--- src/rtl/sequence_detector.sv ---
// Serial pattern detector: flags when the last k sampled bits equal a programmable pattern.
// Registered output (match visible the cycle after the final bit); pattern load via valid/ready, never backpressures once out of reset.
module sequence_detector #(
  parameter int k = 3
) (
  input  logic         clk,
  input  logic         rstn,
  input  logic [k-1:0] pattern_in,
  input  logic         pattern_valid,
  output logic         pattern_ready,
  input  logic         in,
  output logic         out
);

  localparam int HW = (k > 1) ? k - 1 : 1;
  localparam int CW = $clog2(k + 1);

  logic [k-1:0]  pat_q, pat_d;
  logic [HW-1:0] hist_q, hist_d;
  logic [CW-1:0] cnt_q, cnt_d;
  logic          out_q, out_d;
  logic          rdy_q;
  logic [k-1:0]  win;
  logic          load;

  // Window of the k most recent bits, current sample in the LSB.
  generate
    if (k > 1) begin : g_win
      assign win = {hist_q[k-2:0], in};
    end else begin : g_win1
      assign win = in;
    end
  endgenerate

  assign load = pattern_valid && rdy_q;

  always_comb begin
    pat_d  = pat_q;
    hist_d = hist_q;
    cnt_d  = cnt_q;
    out_d  = 1'b0;
    if (load) begin
      // The load-cycle bit is the first bit of the new history.
      pat_d  = pattern_in;
      hist_d = (k > 1) ? HW'(in) : '0;
      cnt_d  = CW'(1);
    end else begin
      out_d  = ((int'(cnt_q) + 1) >= k) && (win == pat_q);
      hist_d = (k > 1) ? win[HW-1:0] : '0;
      if (int'(cnt_q) < k) cnt_d = cnt_q + CW'(1);
    end
  end

  always_ff @(posedge clk) begin
    if (!rstn) begin
      pat_q  <= '1;
      hist_q <= '0;
      cnt_q  <= '0;
      out_q  <= 1'b0;
      rdy_q  <= 1'b0;
    end else begin
      pat_q  <= pat_d;
      hist_q <= hist_d;
      cnt_q  <= cnt_d;
      out_q  <= out_d;
      rdy_q  <= 1'b1;
    end
  end

  assign pattern_ready = rdy_q;
  assign out           = out_q;

endmodule

--- config.mk ---
export PLATFORM = sky130hd
export DESIGN_NAME = sequence_detector
export DESIGN_NICKNAME = d
export VERILOG_FILES = /design/src/rtl/sequence_detector.sv
export SDC_FILE = /design/constraint.sdc
export NUM_CORES = 1
export LEC_CHECK = 0
export BUFFER_PORTS_ARGS = -buffer_cell sky130_fd_sc_hd__buf_2
export CAP_MARGIN = 10
export CELL_PAD_IN_SITES_DETAIL_PLACEMENT = 1
export CELL_PAD_IN_SITES_GLOBAL_PLACEMENT = 1
export CORE_AREA = 4 4 41 43
export CTS_CLUSTER_SIZE = 25
export DETAILED_ROUTE_END_ITERATION = 8
export DIE_AREA = 0 0 45 47
export HOLD_SLACK_MARGIN = 0.02
export PLACE_DENSITY_LB_ADDON = 0.05
export SETUP_SLACK_MARGIN = 0.3
export SYNTH_ARGS = -nofsm -noshare
export SYNTH_HDL_FRONTEND = slang
export SYNTH_SLANG_ARGS = --single-unit
--- constraint.sdc ---
create_clock -name clk -period 1.6 [get_ports clk]
set_input_delay 0.32 -clock clk [delete_from_list [all_inputs] [get_ports clk]]
set_output_delay 0.32 -clock clk [all_outputs]
set_load 0.01 [all_outputs]
=== After elaboration in Yosys (flattened, before gate mapping) ===
Cells that the tools add are included.

* Bits in registers: 9
* Output and inout bits: 2
* Logic and storage cells: 20

* $add $sub $neg: 2
* Magnitude comparators: 2
* Equality and inequality tests: 1
* Muxes and demuxes: 3
* Bitwise logic cells: 1
* Reductions and logical operators: 4

{| class="wikitable"
|+ Operator list
! operator !! number
|-
| 2-bit by 1-bit adder with 3-bit output, second input constant || 1
|-
| 3-bit == test || 1
|-
| 3-bit by 2-bit greater-or-equal comparator with 1-bit output, second input constant || 1
|-
| 1-bit 2-to-1 mux || 3
|-
| 2-bit by 1-bit adder with 2-bit output, second input constant || 1
|-
| 1-bit logical AND || 2
|-
| 2-bit < comparator, second input constant || 1
|-
| 2-bit nonzero test || 1
|-
| 2-bit OR reduction || 1
|-
| 1-bit inverter || 1
|}

=== Depth between registers and ports, before layout ===
Gate-level depths: netlist of run 1.

* Word-level depth: 3
* Mapped depth: 5
* Mapped depth without buffers: 5

=== Worst setup path before layout of run 1 ===
Ideal clock, no wire load.

* Path kind: reg-to-reg
* Start point: reg cnt_q[0]
* End point: reg cnt_q[1]
* Library setup time: 0.114 ns
* Data arrival time: 0.821 ns
* Setup slack: 0.666 ns
* Cell stages (with the launch flop): 6
* Path buffers: 0
* Period minus slack after synthesis: 0.934 ns
* Cells stage by stage: dfxtp_1 inv_1 ha_1 nor2_1 a21oi_1 nor2_1

* Word-level cells in the longest chain between the ends: 1
* Elaborated cells on any way between the ends: 2

{| class="wikitable"
|+ RTL lines
! item !! line !! source
|-
| start, declared || 20 || <nowiki>logic [CW-1:0] cnt_q, cnt_d;</nowiki>
|-
| start signal, assigned || 64 || <nowiki>cnt_q <= cnt_d;</nowiki>
|-
| 2-bit by 1-bit adder with 2-bit output or 2-bit < comparator (tied branches) || 50 || <nowiki>if (int'(cnt_q) < k) cnt_d = cnt_q + CW'(1);</nowiki>
|}

Several ways; a longest one is shown, not always the timed one.
A chain may end at the register's enable or synchronous reset.

=== Final worst setup path of run 1 ===
* Start point: reg rdy_q (netlist: pattern_ready)
* End point: out pattern_ready

{| class="wikitable"
|+ RTL lines
! item !! line !! source
|-
| start, declared || 22 || <nowiki>logic rdy_q;</nowiki>
|-
| start signal, assigned || 60 || <nowiki>rdy_q <= 1'b0;</nowiki>
|-
| start signal, assigned || 66 || <nowiki>rdy_q <= 1'b1;</nowiki>
|-
| end, declared || 10 || <nowiki>output logic pattern_ready,</nowiki>
|}

No word-level cell between the ends.

==> results of run 1 <==
-- state kept, by name, summed over array words and instances (netlist names) --
register       count
out                1
cnt_q              2
pattern_ready      1
pat_q              3
hist_q             2
-- kinds of logic (layout without fill, tap and decap cells) --
kind of cell / Yosys count / after routing / share of synthesized area
AND/OR/NAND/NOR: 16 / 16 / 0.2206
adder cells (fa/ha/maj): 2 / 2 / 0.07352
AO/OA/AOI/OAI: 3 / 3 / 0.06250
flip-flops: 9 / 9 / 0.5294
XOR/XNOR: 4 / 4 / 0.1030
buffers and inverters: 1 / 13 / 0.01102
-- power groups by stage --
stage	clock network, W	registers (W)	logic (W)
3_3_place_gp	0	0.000254	0.0000513
5_1_grt	0.000195	0.000253	0.0000617
3_5_place_dp	0	0.000256	0.0000530
6_report	0.000175	0.000251	0.0000521
2_1_floorplan	0	0.000254	0.0000336
4_1_cts	0.000185	0.000251	0.0000535
-- worst register-to-register path, stage by stage, from the launching register on --
cell and delay [ns]:
dfxtp_1 0.37, inv_1 0.06, ha_1 0.27, nor2_1 0.04, a21oi_1 0.11, nor2_1 0.05
-- layer usage --
metal,vias up,wire (microns)
li1,141,-
met1,121,302
met2,9,340
met3,0,47
met4,0,0
met5,-,0
-- Yosys cell counts, drive strengths merged --
cell type  number  area [sq um]
a21boi          1         7.510
a21oi           1         5.000
and2            1         6.260
and3            1         6.260
dfxtp           9         180.2
ha              2         25.02
inv             1         3.750
nand2           5         21.27
nand3           6         30.03
nor2            3         11.26
o2111ai         1         8.760
xnor2           3         26.28
xor2            1         8.760
-- stage by stage --
| step | worst slack [ns] | instances |
|---|---|---|
| 2_1_floorplan | 0.6657 | 35 |
| 3_3_place_gp | 0.6406 | 58 |
| 3_5_place_dp | 0.6066 | 58 |
| 4_1_cts | 0.4373 | 62 |
| 5_1_grt | 0.3942 | 62 |
| 6_report | 0.4621 | 62 |
-- worst min path at each step --
stage | slack (ns) | to | startpoint | cells after the start
final | 0.26 | pattern_ready$_DFF_P_ | rstn | 1
after global routing | 0.26 | pattern_ready$_DFF_P_ | rstn | 1
after floorplan | 0.35 | pattern_ready$_DFF_P_ | rstn | 0
after global placement | 0.48 | pat_q[0]$_SDFFE_PN1P_ | pat_q[0]$_SDFFE_PN1P_ | 2
after CTS | 0.25 | pattern_ready$_DFF_P_ | rstn | 1
after detailed placement | 0.48 | hist_q[1]$_SDFF_PP0_ | hist_q[0]$_SDFF_PN0_ | 1
-- final cells by class --
type,instances,area [sq um]
Fill cell,165,875.8
Inverter,1,3.754
Multi-Input combinational cell,25,156.4
Timing Repair Buffer,8,40.04
Sequential cell,9,180.2
Tap cell,15,18.77
Clock buffer,4,26.28
==> run_results.csv, run 1 <==
group,metric,value,unit
outcome,status,"completed",
critical_path,path_class,"flip-flop to primary output",
global_routing,grt_first_pass_wirelength,1166,microns
pwr,switching_share,0.2433,
clock_tree,cts_buffers,3,
finish,area_delta_synth_final,25.00,%
timing,finalCritPeriodShare,0.7112,
clock_tree,clk_pin_slew,0.06,ns
clock_tree,cts_htree_levels,1,
global_routing,grt_busiest_layer,"met2",
clock_tree,cts_resized,0,
critical_path,cp-endpoint,"pattern_ready",
finish,drive_gt1_frac,0.2553,
drt,antenna_left,0,
finish,layout_common_cells,"dfxtp_1, buf_2, nand3_1",
drt,avgRoutedWirePerCell,11.13,microns
critical_path,slowest_stage,"dfxtp_1",
timing,finalSetupViolCount,0,
critical_path,path_max_fanout,5,
job,maxCapViolations,0,
timing,period_needed,1.138,ns
critical_path,crit_cells,1,
yosys,syn_nets,44,
placement,port_buffers,8,
clock_tree,clock-sinks,9,
finish,antenna_cells,0,
clock_tree,cts_root_buf,"clkbuf_4",
floorplan,core,0.001301,sq mm
critical_path,crit_chain,"buf_2",
timing,hold_viol_final,0,
timing,finalSetupTns,0,ns
clock_tree,ctsHoldBuffers,0,
critical_path,worstRegToRegCells,5,
timing,whs,0.2613,ns
finish,fin_util,0.3269,
pwr,p_clk_frac,0.365,
pwr,ir_drop,0.3269,mV
drt,dr.first_iter.drc_count,2,
clock_tree,clk_latency,0.26,ns
timing,fmax,878.8,MHz
global_routing,use_met1,0.08736,
clock_tree,cts_tree,"done",
critical_path,rr_startpoint,"cnt_q[0]$_SDFFE_PN0P_",
pwr,power_density,1122,mW/mm^2
pwr,p_seq_frac,0.525,
pwr,p_int,0.0003613,W
yosys,netlist_instances,35,
floorplan,io_pins,9,
floorplan,die-width,45,microns
global_routing,first_global_vias,279,
clock_tree,postCtsSetupBuffers,0,
critical_path,slowest_delay,0.40,ns
timing,drv_slew,0,
finish,stdcell_area,425.4,sq um
pwr,total_power,0.0004775,W
pwr,p_sw,0.0001162,W
floorplan,initial_core_util,0.2615,
global_routing,met2_usage,0.1158,
floorplan,dieArea,0.002115,sq mm
placement,dpl-instance-area,399.1,sq um
global_routing,grt.total_usage,0.08485,
critical_path,r2r_end,"cnt_q[1]$_SDFFE_PP0N_",
yosys,ys_types,14,
drt,drc,0,
floorplan,core.rowCount,13,
finish,final_common_cell,"dfxtp_1",
global_routing,overflow,0,
drt,routed_wl,690,microns
critical_path,critPathLaunchType,"flip-flop",
critical_path,critPathTopFamily,"flip-flops",
drt,first_pass_iters,2,
drt,via_per_inst,4.371,
worst_hold_path,hold_class,"primary input to flip-flop",
global_routing,grt_max_degree,9,
yosys,yosysSeqAreaShare,0.5294,
critical_path,reg2reg_slack,0.61,ns
pwr,power.leakage,0.2046,nW
critical_path,startpoint,"pattern_ready$_DFF_P_",
timing,tightest_slew,0.1721,ns
yosys,yosysWarnings,0,
yosys,ys_ff_latch,9,
clock_tree,ctsLongestPathBuffers,2,
critical_path,worstPathArrival,0.82,ns
pwr,combPwrFrac,0.109,
global_routing,antenna_found_initial,0,
yosys,avgSynthCellArea,9.724,sq um
timing,finClkSkew,0.001162,ns
critical_path,endpoint_kind,"primary output",
global_routing,grtUsageMet3,0.04981,
placement,gp_congestion,0.6236,
critical_path,crit_buf_inv,1,
timing,slew_headroom,0.8852,
critical_path,cp_data_required_time,1.28,ns
timing,rsz0062_at_grt,"no",
finish,layout.nets,57,
yosys,synth.cell_area,340.3,sq um
floorplan,die_h,47,microns
drt,vias,271,
(Power assumes the default switching activity.)
==> inputs of run 2 (changes only) <==
==> constraint.sdc (replaced) <==
create_clock -name clk -period 1 [get_ports clk]
set_input_delay 0.2 -clock clk [delete_from_list [all_inputs] [get_ports clk]]
set_output_delay 0.2 -clock clk [all_outputs]
set_load 0.01 [all_outputs]
==> run 2 against run 1 <==
Sequential power is 63% higher. Clock skew hardly changed. Power increased by 74%. Via count increased by 7.4%. Critical path depth rose by 4. Critical path type is now flip-flop to flip-flop. Largest cell class is now multi-input combinational cells. Highest routed layer is now met4.
==> run_results.csv, run 2 (synthesis results as in run 1) <==
group,metric,value,unit
global_routing,grt.total_usage,0.09264,
clock_tree,ctsHoldBuffers,0,
timing,drv_slew,0,
pwr,power_density,1611,mW/mm^2
finish,drive_gt1_frac,0.4898,
critical_path,startpoint,"cnt_q[0]$_SDFFE_PN0P_",
floorplan,dieArea,0.002115,sq mm
placement,dp_hpwl,573.5,microns
critical_path,worstRegToRegCells,5,
timing,period_needed,0.9462,ns
clock_tree,cts_htree_levels,1,
critical_path,reg2reg_slack,0.05,ns
critical_path,cp_data_required_time,1.16,ns
timing,fmax,1057,MHz
drt,drc,0,
drt,dr.first_iter.drc_count,0,
floorplan,core.rowCount,13,
pwr,ir_drop,0.6340,mV
finish,fin_util,0.3952,
global_routing,overflow,0,
outcome,status,"completed",
worst_hold_path,hold_class,"primary input to flip-flop",
pwr,total_power,0.0008285,W
finish,layout.nets,59,
job,maxCapViolations,0,
critical_path,worstPathArrival,1.10,ns
global_routing,grt_first_pass_wirelength,1311,microns
clock_tree,cts_buffers,3,
critical_path,rr_startpoint,"cnt_q[0]$_SDFFE_PN0P_",
clock_tree,clk_latency,0.26,ns
critical_path,path_max_fanout,3,
global_routing,first_global_vias,318,
drt,routed_wl,796,microns
finish,area_delta_synth_final,51.10,%
critical_path,r2r_end,"cnt_q[1]$_SDFFE_PP0N_",
timing,finalSetupViolCount,0,
critical_path,critPathLaunchType,"flip-flop",
floorplan,core,0.001301,sq mm
drt,vias,291,
timing,finalCritPeriodShare,0.9462,
drt,via_per_inst,4.547,
finish,final_common_cell,"buf_2",
floorplan,initial_core_util,0.2615,
pwr,power.leakage,0.2199,nW
clock_tree,clk_pin_slew,0.06,ns
drt,antenna_left,0,
finish,antenna_cells,0,
worst_hold_path,worstHoldPathCells,1,
finish,layout_common_cells,"buf_2, dfxtp_1, nand3_1",
timing,tightest_slew,0.1626,ns
floorplan,die_h,47,microns
floorplan,die-width,45,microns
placement,port_buffers,8,
timing,finClkSkew,0.001095,ns
placement,gp_congestion,0.6399,
finish,largest_reg_flops,3,
global_routing,grt_max_degree,9,
clock_tree,cts_root_buf,"clkbuf_4",
clock_tree,ctsLongestPathBuffers,2,
critical_path,cp-endpoint,"cnt_q[1]$_SDFFE_PP0N_",
clock_tree,cts_tree,"done",
drt,avgRoutedWirePerCell,12.44,microns
drt,first_pass_iters,1,
critical_path,path_class,"flip-flop to flip-flop",
floorplan,io_pins,9,
clock_tree,clock-sinks,9,
critical_path,endpoint_kind,"flip-flop",
finish,nFillCells,151,
timing,hold_viol_final,0,
finish,largestRegisters,"pat_q: 3 flops, cnt_q: 2 flops, hist_q: 2 flops",
global_routing,antenna_found_initial,0,
timing,slew_headroom,0.8908,
finish,top_register,"pat_q",
timing,rsz0062_at_grt,"yes",
-- run 2: repair_timing --
action / 4_1_cts / 5_1_grt
resized for setup: 4 / 9
setup buffers: 2 / 0
setup endpoints to repair: 7 / 9
pin swaps: 4 / 4
-- run 2: worst max-delay path, stage by stage, from the launching register on --
cell and delay (ns):
dfxtp_4 0.38, inv_4 0.04, ha_4 0.25, nor2_2 0.04, a21oi_2 0.10, nor2_1 0.05
-- run 2: worst min path at each step --
stage / end / slack (ns) / from
global placement: pattern_ready$_DFF_P_ / 0.41 / rstn
global route: pattern_ready$_DFF_P_ / 0.14 / rstn
finish: pattern_ready$_DFF_P_ / 0.14 / rstn
CTS: pattern_ready$_DFF_P_ / 0.14 / rstn
floorplan: pattern_ready$_DFF_P_ / 0.23 / rstn
detailed placement: pattern_ready$_DFF_P_ / 0.41 / rstn
-- run 2: layout make-up --
class / instances / area (sq um) / share of cell area
Multi-Input combinational cell: 25 / 209.0 / 0.4063
Sequential cell: 9 / 188.9 / 0.3674
Timing Repair Buffer: 10 / 65.06 / 0.1265
Clock buffer: 4 / 26.28 / 0.05109
Tap cell: 15 / 18.77 / 0.03650
Inverter: 1 / 6.256 / 0.01217
-- run 2: where the power goes --
| part | internal (W) | switching (W) | total, W |
|---|---|---|---|
| logic | 0.0000724 | 0.0000609 | 0.000133 |
| clock network | 0.000154 | 0.000131 | 0.000285 |
| registers | 0.000383 | 0.0000274 | 0.000410 |
-- run 2: metrics by stage --
| step | setup WS (ns) | hold slack, ns | cell area [sq um] | std cells | setup TNS [ns] |
|---|---|---|---|---|---|
| floorplan | 0.09579 | 0.2277 | 352.8 | 35 | 0 |
| global placement | 0.08077 | 0.4079 | 411.6 | 58 | 0 |
| global route | -0.008012 | 0.1377 | 514.2 | 64 | -0.008012 |
| CTS | 0.05583 | 0.1359 | 470.5 | 64 | 0 |
| detailed placement | 0.05384 | 0.4101 | 411.6 | 58 | 0 |
| finish | 0.05380 | 0.1404 | 514.2 | 64 | 0 |
-- run 2: layer usage --
metal	track usage	vias up	share of wire	wire length, microns
met4	0.08772	0	0.038	30
met5	0	-	0	0
met1	0.09382	129	0.40	317
li1	-	145	-	-
met2	0.1554	12	0.49	392
met3	0.02299	5	0.069	55
==> inputs of run 3 (changes only) <==
--- a/config.mk
+++ b/config.mk
@@ -9,10 +9,10 @@
 export CAP_MARGIN = 10
 export CELL_PAD_IN_SITES_DETAIL_PLACEMENT = 1
 export CELL_PAD_IN_SITES_GLOBAL_PLACEMENT = 1
-export CORE_AREA = 4 4 41 43
+export CORE_AREA = 2 2 39 41
 export CTS_CLUSTER_SIZE = 25
 export DETAILED_ROUTE_END_ITERATION = 8
-export DIE_AREA = 0 0 45 47
+export DIE_AREA = 0 0 41 43
 export HOLD_SLACK_MARGIN = 0.02
 export PLACE_DENSITY_LB_ADDON = 0.05
 export SETUP_SLACK_MARGIN = 0.3
==> constraint.sdc (replaced) <==
create_clock -name clk -period 1 [get_ports clk]
set_input_delay 0.15 -clock clk [delete_from_list [all_inputs] [get_ports clk]]
set_output_delay 0.15 -clock clk [all_outputs]
set_load 0.01 [all_outputs]
==> run 3 against run 2 <==
Setup slack gained 0.0069 ns. Critical path depth is the same. Clock power shrank 5%. Clock skew grew 0.0025 ns. Worst hold slack lost 0.025 ns. Routed wire length shrank 5.5%. Sequential cell count is the same. Combinational power grew 6%. Register-to-register slack is essentially flat. Sequential share of layout area shrank 1.4 points. Critical path type unchanged. Critical endpoint unchanged.
==> run_results.csv, run 3 (synthesis results as in run 1) <==
group,metric,value,unit
outcome,status,"completed",
drt,vias,283,
finish,drive_gt1_frac,0.5833,
clock_tree,clock-sinks,9,
clock_tree,ctsLongestPathBuffers,2,
timing,finalSetupTns,0,ns
pwr,p_int,0.0006104,W
timing,drv_slew,0,
pwr,combPwrFrac,0.171,
drt,avgRoutedWirePerCell,11.75,microns
timing,finalCritPeriodShare,0.9393,
floorplan,core,0.001384,sq mm
timing,whs,0.1159,ns
floorplan,die_h,43,microns
placement,gp_congestion,0.6235,
pwr,switching_share,0.2609,
pwr,ir_drop,0.6410,mV
finish,nFillCells,170,
critical_path,slowest_delay,0.38,ns
clock_tree,cts_buffers,3,
critical_path,worstPathArrival,1.09,ns
finish,largestRegisters,"pat_q: 3 flops, cnt_q: 2 flops, hist_q: 2 flops",
timing,slew_headroom,0.8672,
critical_path,cp_data_required_time,1.15,ns
global_routing,grt.total_usage,0.1091,
critical_path,worstRegToRegCells,5,
critical_path,rr_startpoint,"cnt_q[0]$_SDFFE_PN0P_",
critical_path,crit_buf_inv,1,
placement,port_buffers,8,
timing,fmax,1065,MHz
finish,final_common_cell,"buf_2",
floorplan,io_pins,9,
pwr,power_density,1524,mW/mm^2
finish,area_delta_synth_final,59.19,%
drt,routed_wl,752,microns
critical_path,r2r_end,"cnt_q[1]$_SDFFE_PP0N_",
floorplan,core.rowCount,14,
floorplan,die-width,41,microns
finish,layout_common_cells,"buf_2, dfxtp_1",
timing,finClkSkew,0.003584,ns
job,maxCapViolations,0,
global_routing,grt_first_pass_wirelength,1214,microns
global_routing,antenna_found_initial,0,
global_routing,grt_max_degree,9,
timing,tightest_slew,0.1978,ns
finish,antenna_cells,0,
critical_path,path_max_fanout,3,
drt,first_pass_iters,1,
pwr,p_sw,0.0002154,W
floorplan,dieArea,0.001763,sq mm
clock_tree,cts_root_buf,"clkbuf_4",
timing,rsz0062_at_grt,"yes",
clock_tree,cts_htree_levels,1,
floorplan,initial_core_util,0.2459,
critical_path,slowest_stage,"dfxtp_4",
pwr,p_seq_frac,0.500,
critical_path,crit_chain,"inv_4, ha_4, nor2_2, a21oi_2, nor2_1",
clock_tree,clk_pin_slew,0.06,ns
critical_path,cp-endpoint,"cnt_q[1]$_SDFFE_PP0N_",
critical_path,startpoint,"cnt_q[0]$_SDFFE_PN0P_",
global_routing,overflow,0,
critical_path,critPathLaunchType,"flip-flop",
critical_path,reg2reg_slack,0.06,ns
drt,via_per_inst,4.422,
timing,period_needed,0.9393,ns
timing,finalSetupViolCount,0,
finish,largest_reg_flops,3,
pwr,p_clk_frac,0.329,
clock_tree,cts_tree,"done",
placement,dp_hpwl,549.9,microns
drt,dr.first_iter.drc_count,0,
worst_hold_path,hold_class,"primary input to flip-flop",
critical_path,crit_cells,5,
clock_tree,clk_latency,0.25,ns
critical_path,critPathTopFamily,"flip-flops",
critical_path,endpoint_kind,"flip-flop",
finish,top_register,"pat_q",
timing,hold_viol_final,0,
critical_path,path_class,"flip-flop to flip-flop",
pwr,power.leakage,0.2209,nW
drt,antenna_left,0,
global_routing,first_global_vias,295,
finish,layout.nets,58,
drt,drc,0,
run 3: changes by cell type in the layout (fill, tap and decap cells not counted), sizes merged:
| cell | delta |
|---|---|
| buf | -1 |
run 3: layout make-up:
cell class	instances	area (sq um)	share of cell area
well taps	16	20.02	0.03695
flip-flops and latches	9	191.4	0.3533
inverters	1	6.256	0.01155
clock buffers	4	26.28	0.04850
multi-input cells	25	240.2	0.4434
repair buffers	9	57.56	0.1062
run 3: how the worst min path moves through the flow:
stage,from,to,depth (start not counted)
2_1_floorplan,rstn,pattern_ready$_DFF_P_,0
3_3_place_gp,rstn,pattern_ready$_DFF_P_,1
5_1_grt,rstn,pattern_ready$_DFF_P_,1
6_report,rstn,pattern_ready$_DFF_P_,1
4_1_cts,rstn,pattern_ready$_DFF_P_,1
3_5_place_dp,rstn,pattern_ready$_DFF_P_,1
run 3: what timing repair did:
| item | CTS | global route |
|---|---|---|
| pin swaps | 8 | 4 |
| gates cloned | 0 | 0 |
| gates resized for setup | 13 | 8 |
| hold buffers | 0 | 0 |
| setup endpoints to repair | 9 | 9 |
| setup buffers | 1 | 0 |
run 3: layer usage:
layer	vias up	wire length [microns]	GRT usage
li1	143	-	-
met1	132	289	0.1082
met2	8	420	0.1781
met3	0	41	0.04712
met4	0	0	0.06000
met5	-	0	0
run 3: power groups by stage:
stage	Clock [W]	Sequential, W	Combinational [W]
detailed placement	0	0.000411	0.0000882
finish	0.000271	0.000413	0.000141
CTS	0.000287	0.000410	0.000119
global route	0.000312	0.000417	0.000158
global placement	0	0.000409	0.0000846
floorplan	0	0.000407	0.0000553
run 3: stage by stage:
| step | setup slack [ns] | cell area (sq um) | util | power, W | instances |
|---|---|---|---|---|---|
| finish | 0.06070 | 541.8 | 0.3915 | 0.0008258 | 64 |
| CTS | 0.02858 | 510.5 | 0.3689 | 0.0008161 | 64 |
| global route | 0.009126 | 541.8 | 0.3915 | 0.0008866 | 64 |
| floorplan | 0.09579 | 352.8 | - | 0.0004625 | 35 |
| global placement | 0.06059 | 412.9 | 0.2984 | 0.0004932 | 59 |
| detailed placement | 0.03989 | 412.9 | 0.2984 | 0.0004987 | 59 |
